`src/rtl/qea_host_sequencer.sv`:
```
// Host-side job sequencer for the QEA core: loads gate contexts, seeds the |0..0> state,
// starts the core, times the run and streams the final state-RAM rows back out.
module qea_host_sequencer #(
    parameter int PE_NUM_WIDTH            = 2,
    parameter int PE_NUM                  = 4,
    parameter int DATA_WIDTH              = 32,
    parameter int NUM_FRAC_BIT            = 30,
    parameter int MAX_QBIT_WIDTH          = 6,
    parameter int STATE_ADDR_WIDTH        = 16,
    parameter int GATE_CONTEXT_ADDR_WIDTH = 16
) (
    input  logic                               clk,
    input  logic                               rst,
    input  logic                               i_cmd_valid,
    output logic                               o_cmd_ready,
    input  logic [GATE_CONTEXT_ADDR_WIDTH-1:0] i_cmd_ins_num,
    input  logic [MAX_QBIT_WIDTH-1:0]          i_cmd_qbit_num,
    input  logic                               i_ctx_valid,
    output logic                               o_ctx_ready,
    input  logic [2*DATA_WIDTH-1:0]            i_ctx_data,
    output logic                               o_ctx_en,
    output logic                               o_ctx_wea,
    output logic [GATE_CONTEXT_ADDR_WIDTH-1:0] o_ctx_addr,
    output logic [2*DATA_WIDTH-1:0]            o_ctx_data,
    output logic                               o_state_ena,
    output logic                               o_state_wea,
    output logic [STATE_ADDR_WIDTH-1:0]        o_state_addra,
    output logic [PE_NUM*2*DATA_WIDTH-1:0]     o_state_dina,
    input  logic [PE_NUM*2*DATA_WIDTH-1:0]     i_state_dout,
    output logic [MAX_QBIT_WIDTH-1:0]          o_qbit_num,
    output logic                               o_start,
    input  logic                               i_complete,
    output logic                               o_rd_valid,
    input  logic                               i_rd_ready,
    output logic [PE_NUM*2*DATA_WIDTH-1:0]     o_rd_data,
    output logic                               o_rd_last,
    output logic                               o_busy,
    output logic [31:0]                        o_exec_cycles
);

    localparam int CTX_W = 2*DATA_WIDTH;
    localparam int ROW_W = PE_NUM*CTX_W;
    localparam logic [DATA_WIDTH-1:0]     AMP_ONE = {{(DATA_WIDTH-1){1'b0}}, 1'b1} << NUM_FRAC_BIT;
    localparam logic [MAX_QBIT_WIDTH-1:0] PEW_Q   = MAX_QBIT_WIDTH'(PE_NUM_WIDTH);
    localparam logic [MAX_QBIT_WIDTH-1:0] SAW_Q   = MAX_QBIT_WIDTH'(STATE_ADDR_WIDTH);

    typedef enum logic [2:0] {
        S_IDLE, S_LOAD_CTX, S_INIT_STATE, S_START, S_RUN, S_RD_ADDR, S_RD_WAIT, S_RD_OUT
    } state_t;

    state_t                               r_state;
    logic                                 r_cmd_ready;
    logic                                 r_busy;
    logic [GATE_CONTEXT_ADDR_WIDTH-1:0]   r_ins_num;
    logic [MAX_QBIT_WIDTH-1:0]            r_qbit_num;
    logic [STATE_ADDR_WIDTH-1:0]          r_last_row;
    logic                                 r_ctx_ready;
    logic [GATE_CONTEXT_ADDR_WIDTH-1:0]   r_ctx_addr;
    logic                                 r_state_ena;
    logic                                 r_state_wea;
    logic [STATE_ADDR_WIDTH-1:0]          r_state_addra;
    logic [ROW_W-1:0]                     r_state_dina;
    logic                                 r_start;
    logic [31:0]                          r_exec_cycles;
    logic                                 r_rd_valid;
    logic [ROW_W-1:0]                     r_rd_data;
    logic                                 r_rd_last;

    logic                                 w_ctx_fire;
    logic [MAX_QBIT_WIDTH-1:0]            w_shift;
    logic [STATE_ADDR_WIDTH-1:0]          w_last_row;
    logic [ROW_W-1:0]                     w_row0;

    // Row 0 of the initial state: amplitude 1.0 + 0i in the most significant PE slot.
    genvar gi;
    generate
        for (gi = 0; gi < PE_NUM; gi++) begin : g_row0
            if (gi == PE_NUM-1) begin : g_top
                assign w_row0[gi*CTX_W +: CTX_W] = {AMP_ONE, {DATA_WIDTH{1'b0}}};
            end else begin : g_zero
                assign w_row0[gi*CTX_W +: CTX_W] = '0;
            end
        end
    endgenerate

    // ROWS-1 for the incoming command; saturates when the row count exceeds the address space.
    always_comb begin
        w_shift    = '0;
        w_last_row = '0;
        if (i_cmd_qbit_num > PEW_Q) begin
            w_shift = i_cmd_qbit_num - PEW_Q;
            if (w_shift >= SAW_Q) begin
                w_last_row = '1;
            end else begin
                w_last_row = STATE_ADDR_WIDTH'((32'd1 << w_shift) - 32'd1);
            end
        end
    end

    assign w_ctx_fire = r_ctx_ready & i_ctx_valid;

    // Context writes go straight through in the handshake cycle.
    assign o_ctx_en   = w_ctx_fire;
    assign o_ctx_wea  = w_ctx_fire;
    assign o_ctx_addr = r_ctx_addr;
    assign o_ctx_data = w_ctx_fire ? i_ctx_data : '0;

    always_ff @(posedge clk) begin
        if (rst) begin
            r_state       <= S_IDLE;
            r_cmd_ready   <= 1'b1;
            r_busy        <= 1'b0;
            r_ins_num     <= '0;
            r_qbit_num    <= '0;
            r_last_row    <= '0;
            r_ctx_ready   <= 1'b0;
            r_ctx_addr    <= '0;
            r_state_ena   <= 1'b0;
            r_state_wea   <= 1'b0;
            r_state_addra <= '0;
            r_state_dina  <= '0;
            r_start       <= 1'b0;
            r_exec_cycles <= '0;
            r_rd_valid    <= 1'b0;
            r_rd_data     <= '0;
            r_rd_last     <= 1'b0;
        end else begin
            case (r_state)
                S_IDLE: begin
                    if (i_cmd_valid) begin
                        r_ins_num     <= i_cmd_ins_num;
                        r_qbit_num    <= i_cmd_qbit_num;
                        r_last_row    <= w_last_row;
                        r_exec_cycles <= '0;
                        r_ctx_addr    <= '0;
                        r_cmd_ready   <= 1'b0;
                        r_busy        <= 1'b1;
                        if (i_cmd_ins_num == '0) begin
                            r_state       <= S_INIT_STATE;
                            r_state_ena   <= 1'b1;
                            r_state_wea   <= 1'b1;
                            r_state_addra <= '0;
                            r_state_dina  <= w_row0;
                        end else begin
                            r_state     <= S_LOAD_CTX;
                            r_ctx_ready <= 1'b1;
                        end
                    end
                end
                S_LOAD_CTX: begin
                    if (w_ctx_fire) begin
                        if (r_ctx_addr == r_ins_num - GATE_CONTEXT_ADDR_WIDTH'(1)) begin
                            r_ctx_ready   <= 1'b0;
                            r_state       <= S_INIT_STATE;
                            r_state_ena   <= 1'b1;
                            r_state_wea   <= 1'b1;
                            r_state_addra <= '0;
                            r_state_dina  <= w_row0;
                        end else begin
                            r_ctx_addr <= r_ctx_addr + GATE_CONTEXT_ADDR_WIDTH'(1);
                        end
                    end
                end
                S_INIT_STATE: begin
                    r_state_dina <= '0;
                    if (r_state_addra == r_last_row) begin
                        r_state_ena   <= 1'b0;
                        r_state_wea   <= 1'b0;
                        r_state_addra <= '0;
                        r_start       <= 1'b1;
                        r_state       <= S_START;
                    end else begin
                        r_state_addra <= r_state_addra + STATE_ADDR_WIDTH'(1);
                    end
                end
                S_START: begin
                    r_start <= 1'b0;
                    r_state <= S_RUN;
                end
                S_RUN: begin
                    // The cycle that sees i_complete is deliberately not counted.
                    if (i_complete) begin
                        r_state_ena   <= 1'b1;
                        r_state_wea   <= 1'b0;
                        r_state_addra <= '0;
                        r_state       <= S_RD_ADDR;
                    end else if (r_exec_cycles != 32'hFFFF_FFFF) begin
                        r_exec_cycles <= r_exec_cycles + 32'd1;
                    end
                end
                S_RD_ADDR: begin
                    r_state_ena <= 1'b0;
                    r_state     <= S_RD_WAIT;
                end
                S_RD_WAIT: begin
                    r_rd_data  <= i_state_dout;
                    r_rd_valid <= 1'b1;
                    r_rd_last  <= (r_state_addra == r_last_row);
                    r_state    <= S_RD_OUT;
                end
                S_RD_OUT: begin
                    if (i_rd_ready) begin
                        r_rd_valid <= 1'b0;
                        r_rd_last  <= 1'b0;
                        if (r_rd_last) begin
                            r_state_addra <= '0;
                            r_cmd_ready   <= 1'b1;
                            r_busy        <= 1'b0;
                            r_state       <= S_IDLE;
                        end else begin
                            r_state_addra <= r_state_addra + STATE_ADDR_WIDTH'(1);
                            r_state_ena   <= 1'b1;
                            r_state       <= S_RD_ADDR;
                        end
                    end
                end
                default: r_state <= S_IDLE;
            endcase
        end
    end

    assign o_cmd_ready   = r_cmd_ready;
    assign o_ctx_ready   = r_ctx_ready;
    assign o_state_ena   = r_state_ena;
    assign o_state_wea   = r_state_wea;
    assign o_state_addra = r_state_addra;
    assign o_state_dina  = r_state_dina;
    assign o_qbit_num    = r_qbit_num;
    assign o_start       = r_start;
    assign o_rd_valid    = r_rd_valid;
    assign o_rd_data     = r_rd_data;
    assign o_rd_last     = r_rd_last;
    assign o_busy        = r_busy;
    assign o_exec_cycles = r_exec_cycles;

endmodule

```
`config.mk`:
```
export PLATFORM = sky130hd
export DESIGN_NAME = qea_host_sequencer
export DESIGN_NICKNAME = d
export VERILOG_FILES = /design/src/rtl/qea_host_sequencer.sv
export SDC_FILE = /design/constraint.sdc
export NUM_CORES = 1
export LEC_CHECK = 0
export CAP_MARGIN = 20
export CORE_AREA = 2 2 395 397
export CTS_CLUSTER_DIAMETER = 100
export DETAILED_ROUTE_END_ITERATION = 7
export DIE_AREA = 0 0 397 399
export PLACE_DENSITY_LB_ADDON = 0.2
export SLEW_MARGIN = 25
export SYNTH_ARGS = -nofsm -noshare
export SYNTH_HDL_FRONTEND = slang
export SYNTH_SLANG_ARGS = --single-unit
```
`constraint.sdc`:
```
create_clock -name clk -period 7.4 [get_ports clk]
set_clock_uncertainty 0.2 [all_clocks]
set_input_delay 1.11 -clock clk [delete_from_list [all_inputs] [get_ports clk]]
set_output_delay 1.11 -clock clk [all_outputs]
set_load 0.005 [all_outputs]
```
==> summary.md, run 1 <==
| Metric | Value |
|---|---|
| Status | finished clean |
| Clock-pin slew on the worst setup and hold paths | roughly 0.060 ns |
| Via count of the first global-routing pass | 15700 |
| Synthesized instance count | around 2200 |
| CP Launch Type | input pin |
| Largest net degree at the start of global routing | around 160 |
| Dpl cell area | 25900 um^2 |
| Die Y | approximately 400 um |
| Slowest library cell on the worst path | sky130_fd_sc_hd__clkdlybuf4s50_1 |
| Total of flip-flops plus latches after synthesis | 370 |
| Largest family of logic cells by synthesized area | simple AND/OR/NAND/NOR gates |
| Hold Fails Final Rpt | 0 |
| Largest fanout on the critical path | 16 |
| Yosys warning count | 0 |
| Number of setup violations in the final report | 0 |
| Total routing resource utilization after global routing | 10.2% |
| Number of rows in the core area | 144 |
| RR Startpoint | o_ctx_ready |
| Delay-heaviest family, CP | simple AND/OR/NAND/NOR gates |
| Area of the die | 158000 um^2 |
| Synthesized-area fraction occupied by adder cells | 0.512% |
| Relative slew margins | between 20% and 30% |
| Growth of design area from synthesis to finish | 62.1% |
| TritonCTS clock tree | yes |
| Clock sink count | 370 |
| Die width | 397 um |
| DR DRC count | 0 |
| Critical R2R Capture | o_state_addra[14] |
| Library cell appearing most often on the critical path | sky130_fd_sc_hd__buf_4 |
| Vias | approximately 17000 |
| Total power divided by cell area | 211 nW/um^2 |
| Period Utilization, post-route | roughly three fifths |
| Unrepaired setup endpoints after global routing | no |
| Total congestion overflow after global routing | 0 |
| Worst hold path startpoint | r_last_row[5] |
| Number of cells traversed by the worst hold path | 2 |
| I/O pin cnt | 1004 |
| Leak | between 9 and 10 nW |
| CP Class | in -> reg |
| Cell breakdown of the critical path | clkdlybuf4s50_1, nor4_2, buf_4, nand4_1, nand2_1, inv_1, nor4b_4, o21ai_1, buf_4, or4_1, a21oi_1 |
| Mapped cell area | 17100 um^2 |
| Post CTS Setup Buffer Count | 0 |
| Hold endpoint | r_last_row[5] |
| Critical Path End Type | flip-flop |
| Number of buffer cells added on primary ports | 748 |
| Net count of the finished layout | 3260 |
| Number of enable-type register cells in the synthesized netlist | 0 |
| Syn avg cell area | ~7.7 um^2 |
| Async set-or-reset flop fraction in the synthesized netlist | 0% |
| Data required, critical path | 7.77 ns |
| First-pass iteration count of the detailed router | 5 |
| Per-cell routed wire length | 17.3 um |
| Number of gates given a new drive strength after cts | 0 |
| Final std cell area, no fill | 27700 um^2 |
| Global-route wire length before repair | around 120 mm |
| Clock root buffer | sky130_fd_sc_hd__clkbuf_16 |
| Portion of the post-synthesis area used by sequential elements | 43.3% |
| Critical path's largest stage delay | 0.61 ns |
| Max IR drop VDD | 0.165 mV |
| Path depth of the worst reg2reg path | 10 |
| Number of buffers on the longest clock path | 3 |
| Share of post-route cells with drive strength above 1 | 4.14% |
| Register-to-register setup slack | 3.68 ns |
| Number of max-capacitance violations reported | 0 |
| Number of library cell types mapped by synthesis | 64 |
| Insertion delay of the later-clocked pin in the worst-skew pair | ~0.64 ns |
| Routability Congestion | between 0.7 and 0.8 |
| Actual slew at the worst max-slew pin | 1.11 ns |
| Area fraction in and, or, nand and nor cells after synthesis | between 20% and 30% |
| Number of slew-limit violations in the final report | 0 |
| Starting density of the core | 11.1% |
| Filler Cell Count | 17400 |
| Count of hold buffers inserted by post-cts repair | 0 |
| Post-synthesis share of cell area spent on xor and xnor gates | between 3 and 4% |
| Final HPWL DP | 65.8 mm |
| Most used DFF post-synth | sky130_fd_sc_hd__dfxtp_1 |
| Complex-gate fraction of the synthesized area | 13.8% |
| Routed wire length | 86.3 mm |
| Initial detailed-routing violation count | 849 |
| CTS buffer count | 54 |
| CORE AREA | between 150000 and 200000 um^2 |
| Vias per cell | about 3.4 |
| Min-delay worst type | reg -> reg |
| Initial antenna violation count | 26 |
| Multiplexer fraction of the synthesized cell area | 0.585% |
| CTS H-tree depth | 2 |
| Minimum period implied by the final worst setup slack | 4.36 ns |
| Count of antenna-violating nets left after detailed routing | 0 |
| Critical path buffer and inverter count | 4 |
| Fin Setup TNS | 0 ns |
| Arrival time at the worst endpoint | 4.73 ns |
| Max Clk Rate | 230 MHz |
==> report_power, final <==
part | internal [mW] | switching [mW]
Sequential | 2.07 | 0.0925
Combinational | 0.463 | 0.529
Clock | 1.62 | 1.08
Total | 4.15 | 1.70
==> worst max path at each step <==
stage	startpoint	end	slack [ns]	cells past startpoint
finish	i_cmd_ins_num[0]	o_state_addra[14]	3.04	11
global route	i_cmd_ins_num[0]	o_state_addra[12]	2.70	11
CTS	i_cmd_ins_num[0]	o_state_addra[14]	2.93	11
detailed placement	i_cmd_ins_num[0]	o_state_addra[12]	2.21	11
global placement	i_cmd_ins_num[0]	o_state_addra[14]	2.17	11
floorplan	i_cmd_qbit_num[1]	r_last_row[10]	3.60	12
==> cell usage in the layout (no fill, tap or decap), drive strengths merged, types with 36 or more instances in the layout <==
cell type        n
nand2          616
a21oi          320
xnor2           40
conb           255
clkbuf          78
nor2            74
and3            81
o21ai           36
dfxtp          370
clkdlybuf4s50  747
==> worst min-delay path: stages, from the launching register on <==
cell	delay (ns)
sky130_fd_sc_hd__dfxtp_1	0.32
sky130_fd_sc_hd__nand2_1	0.05
sky130_fd_sc_hd__nand2_1	0.04
==> logic make-up after synthesis <==
| group | count (synthesis) |
|---|---|
| fa+ha+maj | 7 |
| compound gates | 428 |
| xor+xnor | 63 |
| buf+inv | 419 |
| simple gates | 919 |
| flops | 370 |
| other cells | 1 |
| mux | 10 |
==> final cells by class <==
type / instances / area, um^2 / share of cell area, %
diodes: 4 / 10.0 / 0.0361
clock buffers: 78 / 1530 / 5.52
clock inverters: 18 / 288 / 1.04
inverters: 23 / 86.3 / 0.311
multi-input cells: 1682 / 8130 / 29.3
flip-flops and latches: 370 / 7410 / 26.7
well taps: 2044 / 2560 / 9.22
repair buffers: 774 / 7720 / 27.8
==> flip-flops by register name, indices dropped and copies added (netlist names), 3 cells and up <==
register       count
o_ctx_addr        16
o_exec_cycles     32
o_qbit_num         6
o_rd_data        256
o_state_addra     16
r_ins_num         16
r_last_row        16
r_state            3
==> layer usage <==
metal,GRT usage [%],wire [um]
met5,0,276
met4,2.88,2180
met3,3.97,7220
met2,16.7,41300
met1,12.2,35400
==> cell usage after synthesis, drive strengths merged, types with 3 or more instances <==
| master | number | area [um^2] |
|---|---|---|
| ha | 7 | 87.6 |
| nand3b | 3 | 22.5 |
| inv | 23 | 86.3 |
| o21a | 5 | 37.5 |
| xnor2 | 40 | 350 |
| and3 | 81 | 507 |
| a211o | 3 | 26.3 |
| nor3 | 17 | 90.1 |
| a21o | 5 | 37.5 |
| nand4 | 19 | 119 |
| a31oi | 9 | 56.3 |
| dfxtp | 370 | 7410 |
| or3 | 21 | 131 |
| o211ai | 10 | 75.1 |
| xor2 | 23 | 201 |
| a21oi | 320 | 1600 |
| nand3 | 25 | 125 |
| a22o | 9 | 78.8 |
| nand2 | 616 | 2310 |
| and2 | 13 | 81.3 |
| clkbuf | 130 | 488 |
| mux2i | 10 | 100 |
| nor2 | 74 | 278 |
| and4 | 7 | 61.3 |
| o31ai | 3 | 22.5 |
| o22ai | 3 | 18.8 |
| buf | 266 | 1970 |
| nor4b | 3 | 47.5 |
| or2 | 4 | 25.0 |
| o2111ai | 4 | 35.0 |
| nor2b | 4 | 25.0 |
| nand4b | 5 | 43.8 |
| or4 | 3 | 22.5 |
| nand2b | 7 | 43.8 |
| nor4 | 13 | 87.6 |
| o21ai | 36 | 180 |
==> per-stage QoR <==
| stage | total power [mW] | hold WS, ns | util, % | instances | setup slack (ns) |
|---|---|---|---|---|---|
| final | 5.85 | 0.250 | 18.0 | 4993 | 3.04 |
| after global routing | 6.17 | 0.270 | 18.0 | 4989 | 2.70 |
| after CTS | 6.00 | 0.253 | 18.0 | 4989 | 2.93 |
| after detailed placement | 3.21 | 0.246 | 16.9 | 4893 | 2.21 |
| after global placement | 3.22 | 0.241 | 16.9 | 4893 | 2.17 |
| after floorplan | 2.77 | 0.231 | - | 2471 | 3.60 |
No activity file was read; power rests on OpenSTA's default activity.
==> inputs of run 2 (changes only) <==
CORE_AREA = 2 2 391 393   (was 2 2 395 397)
DIE_AREA = 0 0 393 395   (was 0 0 397 399)
clock period = 3.8 ns   (was 7.4 ns; I/O delays follow)
==> summary.md, run 2 (synthesis results as in run 1) <==
| Metric | Value |
|---|---|
| Part of the total power dissipated in sequential elements | 36.6% (-0.3 points) |
| Fin Setup TNS | 0 ns (unchanged) |
| Relative slew margins | 54.5% (+29 points) |
| Core utilization of the finished layout | 18.6% (+0.54 points) |
| Period Utilization, post-route | 85.8% |
| Slowest library cell on the worst path | sky130_fd_sc_hd__dfxtp_1 |
| TritonCTS clock tree | yes |
| Clock root buffer | sky130_fd_sc_hd__clkbuf_16 |
| CTS buffer count | 56 (+3.7%) |
| Total power divided by cell area | 409 nW/um^2 (+94%) |
| Final HPWL DP | 66.8 mm (+1.5%) |
| Insertion delay of the later-clocked pin in the worst-skew pair | 0.65 ns (about the same) |
| Hold Fails Final Rpt | 0 (unchanged) |
| Unrepaired setup endpoints after global routing | no |
| Clock network power share | 45.7% (-0.4 points) |
| Total congestion overflow after global routing | 0 (unchanged) |
| Switching share of power | 29.0% (-0.062 points) |
| Number of gates given a new drive strength after cts | 0 (unchanged) |
| Filler-free cell count of the finished design | 5019 (+0.52%) |
| CTS H-tree depth | 2 (unchanged) |
| Growth of design area from synthesis to finish | 64.2% |
| Worst hold path startpoint | rst |
| Vias | 16800 (+0.55%) |
| Worst slack, placed | -0.318 ns (-2.53 ns) |
| Flip-flop count of the largest register after layout | 256 (unchanged) |
| Total routing resource utilization after global routing | 10.5% (+0.37 points) |
| Arrival time at the worst endpoint | 3.63 ns (-1.10 ns) |
| Number of cells traversed by the worst hold path | 2 (unchanged) |
| Actual slew at the worst max-slew pin | 0.683 ns (-0.431 ns) |
| Hold endpoint | r_state[0] |
| Max Clk Rate | 307 MHz |
| CP Launch Type | flip-flop |
| Net count of the finished layout | 3299 (+1.2%) |
| Met3 usage | 4.07% (+0.10 points) |
| Share of post-route cells with drive strength above 1 | 5.19% (+1.1 points) |
| Min-delay worst type | in -> reg |
| Critical Path End Type | flip-flop |
| Critical path's largest stage delay | 0.43 ns (-0.18 ns) |
| Most frequent standard cell in the layout excluding fill and tap cells | sky130_fd_sc_hd__clkdlybuf4s50_1 |
| Met2 Use GR | 17.9% (+1.2 points) |
| Largest fanout on the critical path | 11 (-5) |
| Leak | 9.84 nW (+2.1%) |
| Die Y | 395 um (-1.0%) |
| Initial antenna violation count | 29 (+12%) |
| Dpl cell area | 26300 um^2 (+1.3%) |
| Number of rows in the core area | 143 (-0.69%) |
| Most frequent cells in the layout | 747 x sky130_fd_sc_hd__clkdlybuf4s50_1, 616 x sky130_fd_sc_hd__nand2_1, 370 x sky130_fd_sc_hd__dfxtp_1 |
| Global-route wire length before repair | 120 mm (+1.4%) |
| Routability Congestion | 0.778 (+4.7%) |
| Minimum period implied by the final worst setup slack | 3.26 ns |
| Combinational Power Share | 17.7% (+0.7 points) |
| Most crowded layer after global routing | met2 |
| Clock sink count | 370 (unchanged) |
| CP Class | reg -> reg |
| Max IR drop VDD | 0.323 mV (+95%) |
| Count of hold buffers inserted by post-cts repair | 0 (unchanged) |
| Number of max-capacitance violations reported | 0 (unchanged) |
| Critical R2R Capture | o_state_addra[15] |
| Vias per cell | 3.36 (about the same) |
| I/O pin cnt | 1004 (unchanged) |
| Starting density of the core | 11.3% (+0.18 points) |
| Number of slew-limit violations in the final report | 0 (unchanged) |
| DR DRC count | 0 (unchanged) |
| Cell breakdown of the critical path | inv_1, ha_1, xnor2_1, a211o_1, nor4_1, o2111ai_1, nor4_2, o21ai_1, buf_4, buf_4, or3_1, a21oi_1 |
| Data required, critical path | 4.17 ns (-3.60 ns) |
| Number of setup violations in the final report | 0 (unchanged) |
| Net switching component of the power | 3.34 mW (+96%) |
| Number of cells in the design after placement | 4916 (+0.47%) |
| Count of antenna-violating nets left after detailed routing | 0 (unchanged) |
| Area of the die | 155000 um^2 (-2.0%) |
| Die width | 393 um (-1.0%) |
| Post-route worst setup slack | 0.539 ns (-2.51 ns) |
| CORE AREA | 151000 um^2 (-1.6%) |
| Routed wire length | 86.3 mm (about the same) |
| Internal power | 8.15 mW (+97%) |
| Clock-pin slew on the worst setup and hold paths | 0.06 ns (about the same) |
| Met1 Track Usage GR | 12.3% (+0.13 points) |
| Number of buffers on the longest clock path | 3 (unchanged) |
| RR Startpoint | r_ins_num[0] |
| Design Power | 11.5 mW (+96%) |
| First-pass iteration count of the detailed router | 5 (unchanged) |
| Final std cell area, no fill | 28100 um^2 (+1.3%) |
| Via count of the first global-routing pass | 16000 (+1.9%) |
| Initial detailed-routing violation count | 634 (-25%) |
| Library cell appearing most often on the critical path | sky130_fd_sc_hd__buf_4 |
| Status | finished clean |
| Post CTS Setup Buffer Count | 0 (unchanged) |
| Per-cell routed wire length | 17.2 um (-0.53%) |
| Path depth of the worst reg2reg path | 12 (+2) |
| Final-layout worst hold slack | 0.138 ns (-0.112 ns) |
| Number of buffer cells added on primary ports | 748 (unchanged) |
| Largest net degree at the start of global routing | 97 (-41%) |
| Register-to-register setup slack | 0.54 ns (-3.14 ns) |
-- run 2: cell types whose count changed in the layout (fill, tap and decap cells not counted), moves of 2 or more --
cell	change
sky130_fd_sc_hd__clkbuf_1	+6
sky130_fd_sc_hd__buf_12	+7
sky130_fd_sc_hd__clkbuf_8	-2
sky130_fd_sc_hd__buf_4	+30
sky130_fd_sc_hd__inv_6	-2
sky130_fd_sc_hd__clkbuf_16	+2
-- run 2: critical path: cells and delay by family, from the launching register on --
kind                       cells  cell delay (ns)
AOI/OAI and AO/OA              4             0.71
adders and majority gates      1             0.30
and+or+nand+nor                3             0.98
xor gates and xnor gates       1             0.14
buffers and inverters          3             0.42
DFF                            1             0.43
-- run 2: how the worst max path moves through the flow --
stage                                 start                 to  slack [ns]  cells after the start
after floorplan           i_cmd_qbit_num[1]     r_last_row[10]        0.54                     12
after global placement     i_cmd_ins_num[0]  o_state_addra[12]       -0.83                     12
after detailed placement   i_cmd_ins_num[0]  o_state_addra[13]       -0.32                     12
after CTS                  i_cmd_ins_num[0]  o_state_addra[15]        0.39                     13
after global routing       i_cmd_ins_num[0]  o_state_addra[14]        0.24                     12
final                          r_ins_num[0]  o_state_addra[15]        0.54                     12
-- run 2: routing by layer --
| metal | part of all wire (%) | routed length [um] |
|---|---|---|
| met2 | 48 | 41800 |
| met5 | 0.28 | 244 |
| met3 | 8.3 | 7140 |
| met4 | 2.2 | 1930 |
| met1 | 41 | 35200 |
-- run 2: cell type report --
class | count | area [um^2]
Fill cell | 17100 | 123000
Multi-Input combinational cell | 1682 | 8130
Timing Repair Buffer | 811 | 8090
Sequential cell | 370 | 7410
Tap cell | 2030 | 2540
Clock buffer | 84 | 1580
Clock inverter | 15 | 256
Inverter | 23 | 86.3
Antenna cell | 4 | 10.0
-- run 2: power groups by stage --
stage	clock network, mW	logic [mW]	registers [mW]
2_1_floorplan	0	1.19	4.20
3_3_place_gp	0	2.08	4.29
3_5_place_dp	0	2.06	4.29
5_1_grt	5.64	2.25	4.23
6_report	5.25	2.03	4.20
4_1_cts	5.50	2.07	4.21
==> inputs of run 3 (changes only) <==
CAP_MARGIN = not set   (was 20)
CORE_AREA = 2 2 395 397   (was 2 2 391 393)
DIE_AREA = 0 0 397 399   (was 0 0 393 395)
clock period = 3.9 ns   (was 3.8 ns; I/O delays follow)
==> summary.md, run 3 (synthesis results as in run 1) <==
| Metric | Value |
|---|---|
| Cell breakdown of the critical path | inv_1, ha_1, xnor2_1, a211o_1, nor4_1, o2111ai_1, nor4_2, o21ai_1, buf_4, or3_1, a21oi_1 |
| Die width | 397 um (+1.0%) |
| Total routing resource utilization after global routing | 10.4% (-0.18 points) |
| Register-to-register setup slack | 0.56 ns (+0.02 ns) |
| Number of buffer cells added on primary ports | 748 (unchanged) |
| Period Utilization, post-route | 85.7% (-0.11 points) |
| Design Power | 11.3 mW (-1.3%) |
| Per-cell routed wire length | 17.4 um (+1.3%) |
| Filler Cell Count | 17400 (+2.0%) |
| Number of gates given a new drive strength after cts | 0 (unchanged) |
| Via count of the first global-routing pass | 16000 (+0.031%) |
| Core utilization of the finished layout | 18.3% (-0.29 points) |
| Initial detailed-routing violation count | 837 (+32%) |
| Minimum period implied by the final worst setup slack | 3.34 ns (+0.0815 ns) |
| Clock sink count | 370 (unchanged) |
| Final std cell area, no fill | 28100 um^2 (about the same) |
| Number of slew-limit violations in the final report | 0 (unchanged) |
| Status | finished clean |
| DR DRC count | 0 (unchanged) |
| CP Launch Type | flip-flop |
| Flip-flop count of the largest register after layout | 256 (unchanged) |
| Number of buffers on the longest clock path | 3 (unchanged) |
| First-pass iteration count of the detailed router | 4 (-1) |
| Fin Setup TNS | 0 ns (unchanged) |
| Slowest library cell on the worst path | sky130_fd_sc_hd__dfxtp_1 |
| Global-route wire length before repair | 120 mm (+0.50%) |
| Total congestion overflow after global routing | 0 (unchanged) |
| Number of setup violations in the final report | 0 (unchanged) |
| Critical path's largest stage delay | 0.43 ns (about the same) |
| Vias | 16900 (+0.43%) |
| Critical path buffer and inverter count | 2 (-1) |
| Count of antenna-violating nets left after detailed routing | 0 (unchanged) |
| Count of hold buffers inserted by post-cts repair | 0 (unchanged) |
| Actual slew at the worst max-slew pin | 1.08 ns (+0.396 ns) |
| Worst slack, placed | -0.140 ns (+0.177 ns) |
| Combinational Power Share | 17.5% (-0.2 points) |
| Clock root buffer | sky130_fd_sc_hd__clkbuf_16 |
| Growth of design area from synthesis to finish | 64.3% (about the same) |
| Seq. cell area | 7410 um^2 (about the same) |
| Vias per cell | 3.36 (+0.25%) |
| Post CTS Setup Buffer Count | 0 (unchanged) |
| Routability Congestion | 0.741 (-4.7%) |
| Share of post-route cells with drive strength above 1 | 5.50% (+0.31 points) |
| Dpl cell area | 26200 um^2 (-0.18%) |
| Internal power | 8.02 mW (-1.5%) |
| CORE AREA | 154000 um^2 (+1.7%) |
| Max IR drop VDD | 0.266 mV (-18%) |
| TritonCTS clock tree | yes |
| Number of rows in the core area | 144 (+0.70%) |
| Number of max-capacitance violations reported | 0 (unchanged) |
| Final HPWL DP | 67.5 mm (+1.0%) |
| Initial antenna violation count | 28 (-3.4%) |
| Relative slew margins | 28.1% (-26 points) |
| Critical Path End Type | flip-flop |
| Die Y | 399 um (+1.0%) |
| Leak | 9.86 nW (+0.16%) |
| Insertion delay of the later-clocked pin in the worst-skew pair | 0.65 ns (about the same) |
| Unrepaired setup endpoints after global routing | no |
| Delay-heaviest family, CP | simple AND/OR/NAND/NOR gates |
| Clock-pin slew on the worst setup and hold paths | 0.06 ns (about the same) |
| Routed wire length | 87.6 mm (+1.5%) |
| Post-route worst setup slack | 0.558 ns (+0.0185 ns) |
| Arrival time at the worst endpoint | 3.73 ns (+0.10 ns) |
| I/O pin cnt | 1004 (unchanged) |
| Area of the die | 158000 um^2 (+2.0%) |
| CTS H-tree depth | 2 (unchanged) |
| Net switching component of the power | 3.31 mW (-0.86%) |
| Clock network power share | 46.4% (+0.7 points) |
| Largest fanout on the critical path | 9 (-2) |
| Max Clk Rate | 299 MHz (-2.4%) |
| CTS buffer count | 55 (-1.8%) |
| Hold Fails Final Rpt | 0 (unchanged) |
| Multi-input combinational cell area | 8140 um^2 (about the same) |
| Largest net degree at the start of global routing | 166 (+71%) |
| Data required, critical path | 4.29 ns (+0.12 ns) |
| Switching share of power | 29.2% (+0.14 points) |
| Most frequent cells in the layout | 747 x sky130_fd_sc_hd__clkdlybuf4s50_1, 616 x sky130_fd_sc_hd__nand2_1, 369 x sky130_fd_sc_hd__dfxtp_1 |
| Min-delay worst type | in -> reg |
| Part of the total power dissipated in sequential elements | 36.1% (-0.5 points) |
| Total power divided by cell area | 403 nW/um^2 (-1.4%) |
| Most frequent standard cell in the layout excluding fill and tap cells | sky130_fd_sc_hd__clkdlybuf4s50_1 |
| CP Class | reg -> reg |
| Net count of the finished layout | 3295 (-0.12%) |
| Starting density of the core | 11.1% (-0.18 points) |
[run 3: cell types whose count changed in the layout (fill, tap and decap cells not counted), moves of 2 or more]
cell	change
sky130_fd_sc_hd__inv_6	+2
sky130_fd_sc_hd__buf_12	-4
sky130_fd_sc_hd__clkbuf_1	-12
sky130_fd_sc_hd__clkbuf_8	+8
[run 3: per-stage QoR]
stage / instances / hold slack, ns
5_1_grt: 5024 / 0.0574
4_1_cts: 5024 / 0.0388
3_5_place_dp: 4927 / 0.246
2_1_floorplan: 2471 / 0.231
6_report: 5028 / 0.0782
3_3_place_gp: 4927 / 0.240
[run 3: layer usage]
layer,global-route usage [%],part of all wire (%),up-vias,wire length [um]
met5,0,0.33,-,291
met4,2.69,2.4,44,2080
met3,3.95,8.4,134,7400
met2,17.2,48,579,41900
met1,12.5,41,7839,35900
li1,-,-,8317,-
[run 3: area by class of cell]
cell class / instances / share of cell area (%)
sequential: 370 / 26.3
clock buffer: 79 / 5.75
clock inverter: 18 / 1.01
antenna: 4 / 0.0356
timing repair buffer: 808 / 28.5
inverter: 23 / 0.307
multi-input combinational: 1682 / 28.9
tap: 2044 / 9.10
[run 3: worst register-to-register path: cells and delay by family, from the launching register on]
| family | cells | cell delay (ns) |
|---|---|---|
| fa+ha+maj | 1 | 0.31 |
| simple gates | 3 | 0.97 |
| compound gates | 4 | 0.92 |
| xor+xnor | 1 | 0.14 |
| flops | 1 | 0.43 |
| buf+inv | 2 | 0.31 |
[run 3: path summary, 6_finish.rpt]
path / depth (start not counted) / start / endpoint
worst min-delay path: 2 / rst / o_rd_data[101]
worst min register to register: 2 / o_rd_data[137] / o_rd_data[137]
worst max register to register: 11 / r_ins_num[0] / o_state_addra[15]
worst max-delay path: 11 / r_ins_num[0] / o_state_addra[15]
[run 3: power by group through the flow]
stage               clock network, mW  logic (mW)  registers [mW]
CTS                              5.52        2.01            4.09
finish                           5.26        1.99            4.09
detailed placement                  0        2.01            4.18
floorplan                           0        1.16            4.10
global placement                    0        2.01            4.18
global route                     5.65        2.18            4.11
